**src/rtl/load_store_unit.sv**
```systemverilog
// MEM-stage load/store unit: word-indexed data memory access with sub-word
// read-modify-write stores and registered, extended load responses.
module load_store_unit #(
  parameter int unsigned ADDR_WORDS = 1024
) (
  input  logic        clk,
  input  logic        rst,
  input  logic        req_valid,
  input  logic        req_we,
  input  logic [2:0]  req_funct3,
  input  logic [31:0] req_addr,
  input  logic [31:0] req_wdata,
  input  logic [4:0]  req_rd,
  output logic        stall,
  output logic [31:0] mem_addr,
  output logic        mem_we,
  output logic [31:0] mem_wdata,
  input  logic [31:0] mem_rdata,
  output logic        resp_valid,
  output logic [31:0] resp_data,
  output logic [4:0]  resp_rd,
  output logic        fault
);

  localparam int unsigned XLEN = 32;
  localparam int unsigned RD_W = 5;

  localparam logic [2:0] F3_B  = 3'b000;
  localparam logic [2:0] F3_H  = 3'b001;
  localparam logic [2:0] F3_W  = 3'b010;
  localparam logic [2:0] F3_BU = 3'b100;
  localparam logic [2:0] F3_HU = 3'b101;

  typedef enum logic {
    S_IDLE,
    S_MERGE
  } state_e;

  state_e            state_q, state_d;
  logic [XLEN-1:0]   merge_q, merge_d;
  logic [XLEN-1:0]   idx_q, idx_d;
  logic              resp_valid_q, resp_valid_d;
  logic [XLEN-1:0]   resp_data_q, resp_data_d;
  logic [RD_W-1:0]   resp_rd_q, resp_rd_d;
  logic              fault_q, fault_d;

  logic [XLEN-1:0]   word_idx;
  logic              in_range;
  logic              f3_ok;
  logic              align_ok;
  logic              legal;
  logic [4:0]        byte_sh;
  logic [XLEN-1:0]   shifted;
  logic [XLEN-1:0]   load_data;
  logic [XLEN-1:0]   merged;
  logic              stall_raw;
  logic              mem_we_raw;

  // Request decode: word index, legality, lane extraction and store merge.
  always_comb begin
    word_idx = {2'b00, req_addr[31:2]};
    in_range = (word_idx < XLEN'(ADDR_WORDS));
    f3_ok    = 1'b0;
    align_ok = 1'b1;
    case (req_funct3)
      F3_B:  f3_ok = 1'b1;
      F3_H:  begin f3_ok = 1'b1;     align_ok = ~req_addr[0]; end
      F3_W:  begin f3_ok = 1'b1;     align_ok = (req_addr[1:0] == 2'b00); end
      F3_BU: f3_ok = ~req_we;
      F3_HU: begin f3_ok = ~req_we;  align_ok = ~req_addr[0]; end
      default: f3_ok = 1'b0;
    endcase
    legal = f3_ok & align_ok & in_range;

    byte_sh = {req_addr[1:0], 3'b000};
    shifted = mem_rdata >> byte_sh;
    case (req_funct3)
      F3_B:    load_data = {{24{shifted[7]}}, shifted[7:0]};
      F3_H:    load_data = {{16{shifted[15]}}, shifted[15:0]};
      F3_BU:   load_data = {24'h0, shifted[7:0]};
      F3_HU:   load_data = {16'h0, shifted[15:0]};
      default: load_data = mem_rdata;
    endcase

    merged = mem_rdata;
    if (req_funct3 == F3_B) begin
      merged[byte_sh +: 8] = req_wdata[7:0];
    end else begin
      merged[{req_addr[1], 4'b0000} +: 16] = req_wdata[15:0];
    end
  end

  // Next-state and memory-side outputs.
  always_comb begin
    state_d      = state_q;
    merge_d      = merge_q;
    idx_d        = idx_q;
    resp_valid_d = 1'b0;
    resp_data_d  = resp_data_q;
    resp_rd_d    = resp_rd_q;
    fault_d      = 1'b0;
    stall_raw    = 1'b0;
    mem_we_raw   = 1'b0;
    mem_addr     = word_idx;
    mem_wdata    = req_wdata;

    case (state_q)
      S_IDLE: begin
        if (req_valid) begin
          if (!legal) begin
            fault_d = 1'b1;
          end else if (!req_we) begin
            resp_valid_d = 1'b1;
            resp_data_d  = load_data;
            resp_rd_d    = req_rd;
          end else if (req_funct3 == F3_W) begin
            mem_we_raw = 1'b1;
          end else begin
            stall_raw = 1'b1;
            merge_d   = merged;
            idx_d     = word_idx;
            state_d   = S_MERGE;
          end
        end
      end
      S_MERGE: begin
        mem_addr   = idx_q;
        mem_wdata  = merge_q;
        mem_we_raw = 1'b1;
        state_d    = S_IDLE;
      end
      default: state_d = S_IDLE;
    endcase

    // Reset suppresses any write, including an in-flight merge.
    mem_we = mem_we_raw & ~rst;
    stall  = stall_raw & ~rst;
  end

  always_ff @(posedge clk) begin
    if (rst) begin
      state_q      <= S_IDLE;
      merge_q      <= '0;
      idx_q        <= '0;
      resp_valid_q <= 1'b0;
      resp_data_q  <= '0;
      resp_rd_q    <= '0;
      fault_q      <= 1'b0;
    end else begin
      state_q      <= state_d;
      merge_q      <= merge_d;
      idx_q        <= idx_d;
      resp_valid_q <= resp_valid_d;
      resp_data_q  <= resp_data_d;
      resp_rd_q    <= resp_rd_d;
      fault_q      <= fault_d;
    end
  end

  assign resp_valid = resp_valid_q;
  assign resp_data  = resp_data_q;
  assign resp_rd    = resp_rd_q;
  assign fault      = fault_q;

endmodule

```
**config.mk**
```make
export PLATFORM = sky130hd
export DESIGN_NAME = load_store_unit
export DESIGN_NICKNAME = d
export VERILOG_FILES = /design/src/rtl/load_store_unit.sv
export SDC_FILE = /design/constraint.sdc
export NUM_CORES = 1
export LEC_CHECK = 0
export ABC_CLOCK_PERIOD_IN_PS = 4380
export CORE_MARGIN = 8
export CORE_UTILIZATION = 50
export CTS_BUF_LIST = sky130_fd_sc_hd__clkbuf_2
export CTS_CLUSTER_DIAMETER = 30
export CTS_CLUSTER_SIZE = 14
export DETAILED_ROUTE_END_ITERATION = 16
export PLACE_DENSITY = 0.89
export SYNTH_ARGS = -nofsm -noshare
export SYNTH_HDL_FRONTEND = slang
export SYNTH_SLANG_ARGS = --single-unit
```
**constraint.sdc**
```tcl
create_clock -name clk -period 4.38 [get_ports clk]
set_input_delay 0.438 -clock clk [delete_from_list [all_inputs] [get_ports clk]]
set_output_delay 0.438 -clock clk [all_outputs]
set_load 0.005 [all_outputs]
```
==> qor.csv <==
metric;value;unit
slowest stage delay, CP;1.12;ns
IR drop worst, VDD;0.000143;V
Final Hold Vio Count;0;
crit path buf inv count;2;
pin count of the biggest net entering global routing;62;
GRT met2 Usage;43.1;%
Yosys warnings;0;
Pleak;2.73;nW
vias per std cell;6.33;
Post-CTS Resized;0;
synth unique cells;64;
flops & latches, synth;102;
Switching Fraction;29.4;%
ratio of total power to cell area;228;nW/um^2
Post-synth EDFFs;0;
Post-Synth Simple-Gate Area;15.7;%
Die ar.;15200;um^2
H-tree depth;3;
number of port buffers;210;
routed vias;6084;
run status;finished clean;
All-Layer GR Usage;25.6;%
Synth async-reset ratio;0;%
first-pass GRT wire length;31.0;mm
largest family of logic cells by synthesized area;compound AO/OA/AOI/OAI gates;
Fillers;862;
Remaining Overflow, GRT;0;
initial antenna violation count;2;
CP delay by family, top;flip-flops;
CTS sink count;102;
Max-Cap Viols;0;
Netlist Area Pre-Place;5770;um^2
hold path startpoint;req_rd[2];
share of cells above drive strength 1;13.7;%
sequential fraction of the synthesis area;35.4;%
CTS Buf Count;9;
Compound-Gate Fraction of Synth Area;27.5;%
Routability Congestion;0.947;
Sequential Power Share;51.6;%
XOR/XNOR share of the synthesized area;0.152;%
core footprint;11300;um^2
Final period util;78.9;%
Slew Limit Fails;0;
Reg2Reg Depth;5;
Multi-input gate area;3350;um^2
Data arrival, critical path;3.02;ns
GR Layer Usage met1;30.1;%
CP Class;flip-flop to output pin;
CTS tree;yes;
Clock power frac;26.8;%
Slowest cell on crit path;dfxtp_2;
Switch Pwr;0.531;mW
Boundary Pins;213;
Cell Rows;39;
Worst Path Required;3.94;ns
RSZ-0062 raised after global routing;no;
average cell area after synthesis;8.96;um^2
register area;2040;um^2
Startpoint Class;flip-flop;
mux cell area share after synthesis;13.6;%
CP max FO;52;
Total Power;1.81;mW
Fmax;290;MHz
Comb pwr share;21.6;%
Area Growth Syn to Fin;37.9;%
commonest non-fill, non-tap cells in the layout;209 x clkdlybuf4s50_1, 101 x dfxtp_1, 55 x mux2_2;
endpoint class of the critical path;output pin;
Max Clock Skew;0.0573;ns
Detailed Route Iter0 Violations;731;
post-synthesis adder-cell area fraction;1.04;%
Internal;1.28;mW
leading cell type in the layout, fill and taps excluded;clkdlybuf4s50_1;
GR peak layer;met2;
Rel. slew slack;21.7;%
number of hold buffers added after cts;0;
nets;924;
DRC;0;
chip width;123;um
Reg-to-Reg Start;state_q;
RR Endpoint;resp_data[13];
minimum clock period;3.45;ns
clk buf depth;2;
Clk pin slew, worst setup/hold paths;0.32;ns
initial core utilization;51.0;%
Hold Path Stages;3;
worst reg-to-reg setup slack;1.85;ns
setup bufs post-CTS;0;
worst min-delay path class;primary input to flip-flop;
Worst Hold Endpoint;resp_rd[2];
vias in the first global route;5896;
# setup viols final;0;
Routed WL;20.6;mm
Root Driver;clkbuf_2;
Least-Margin Pin Slew;1.17;ns
first drt pass iteration count;5;
setup tns final;0;ns
die height;123;um
Post-DRT Antenna Nets;0;
final HPWL from detailed placement;15.9;mm
clk_lat worst skew;0.60;ns
Primary FF master, synth;dfxtp_1;
Routed WL per cell;21.5;um
critical path, cell by cell;buf_4 > mux2_2 > clkdlybuf4s50_1;
met3 GRT Util;5.71;%
Mapped Cells;644;
through the flow:
stage          cell area, um^2  instances  util (%)  hold slack (ns)  setup slack (ns)
5_1_grt                   7950        961      70.2            0.360             0.789
3_3_place_gp              7830        944      69.1            0.437              1.10
3_5_place_dp              7830        944      69.1            0.443              1.08
2_1_floorplan             5770        645         -            0.424              1.77
6_report                  7950        961      70.2            0.373             0.926
4_1_cts                   7950        960      70.2            0.360             0.927
tightest hold or removal path: stages:
cell and delay [ns]:
clkdlybuf4s50_1 0.40, nand4_1 0.08, a21oi_1 0.06
metal layers:
metal  part of all wire (%)  up-vias
met5                  0.068        -
met3                    9.7       74
met1                     38     2855
met2                     49      379
met4                    3.8        2
li1                       -     2774
final cells by class:
cell class,instances,share of cell area [%]
Multi-Input combinational cell,459,42.2
Sequential cell,102,25.7
Tap cell,143,2.25
Timing Repair Buffer,221,27.4
Clock buffer,9,0.566
Inverter,19,0.897
Antenna cell,1,0.0315
Clock inverter,7,0.975
registers in the layout (all words and copies together) (netlist names):
register and flops:
resp_valid 1, merge_q 32, resp_data 32, state_q 1, resp_rd 5, fault 1
idx_q 30
cells by family after synthesis:
logic type / after synthesis
multiplexers: 70
AO/OA/AOI/OAI: 220
flip-flops: 102
adder cells (fa/ha/maj): 5
buffers and inverters: 84
XOR/XNOR: 1
other: 1
AND/OR/NAND/NOR: 161
cells in the mapped netlist (all sizes together) (17+ instances only):
cell	number	area (um^2)
and2	23	144
a211oi	32	290
nor3	23	120
nor2	19	87.6
clkbuf	39	146
nand2	39	146
dfxtp	102	2040
mux2	55	619
a31oi	24	150
o21ai	23	119
inv	18	67.6
a21oi	47	235
a221oi	17	149
buf	26	163
power groups by stage:
stage	clock [mW]	combinational (mW)	sequential, mW
finish	0.486	0.391	0.933
global route	0.521	0.411	0.934
CTS	0.486	0.385	0.933
floorplan	0	0.163	0.949
global placement	0	0.374	0.949
detailed placement	0	0.383	0.949
worst max-delay path by stage:
stage	slack (ns)	cells past startpoint	startpoint	to
after CTS	0.93	3	state_q	mem_addr[20]
final	0.93	3	state_q	mem_addr[20]
after global placement	1.10	9	req_addr[0]	mem_we
after detailed placement	1.08	9	req_addr[0]	mem_we
after global routing	0.79	3	state_q	mem_wdata[12]
after floorplan	1.77	8	req_addr[1]	merge_q[0]
Note: power is estimated with default switching activity, not from simulation.
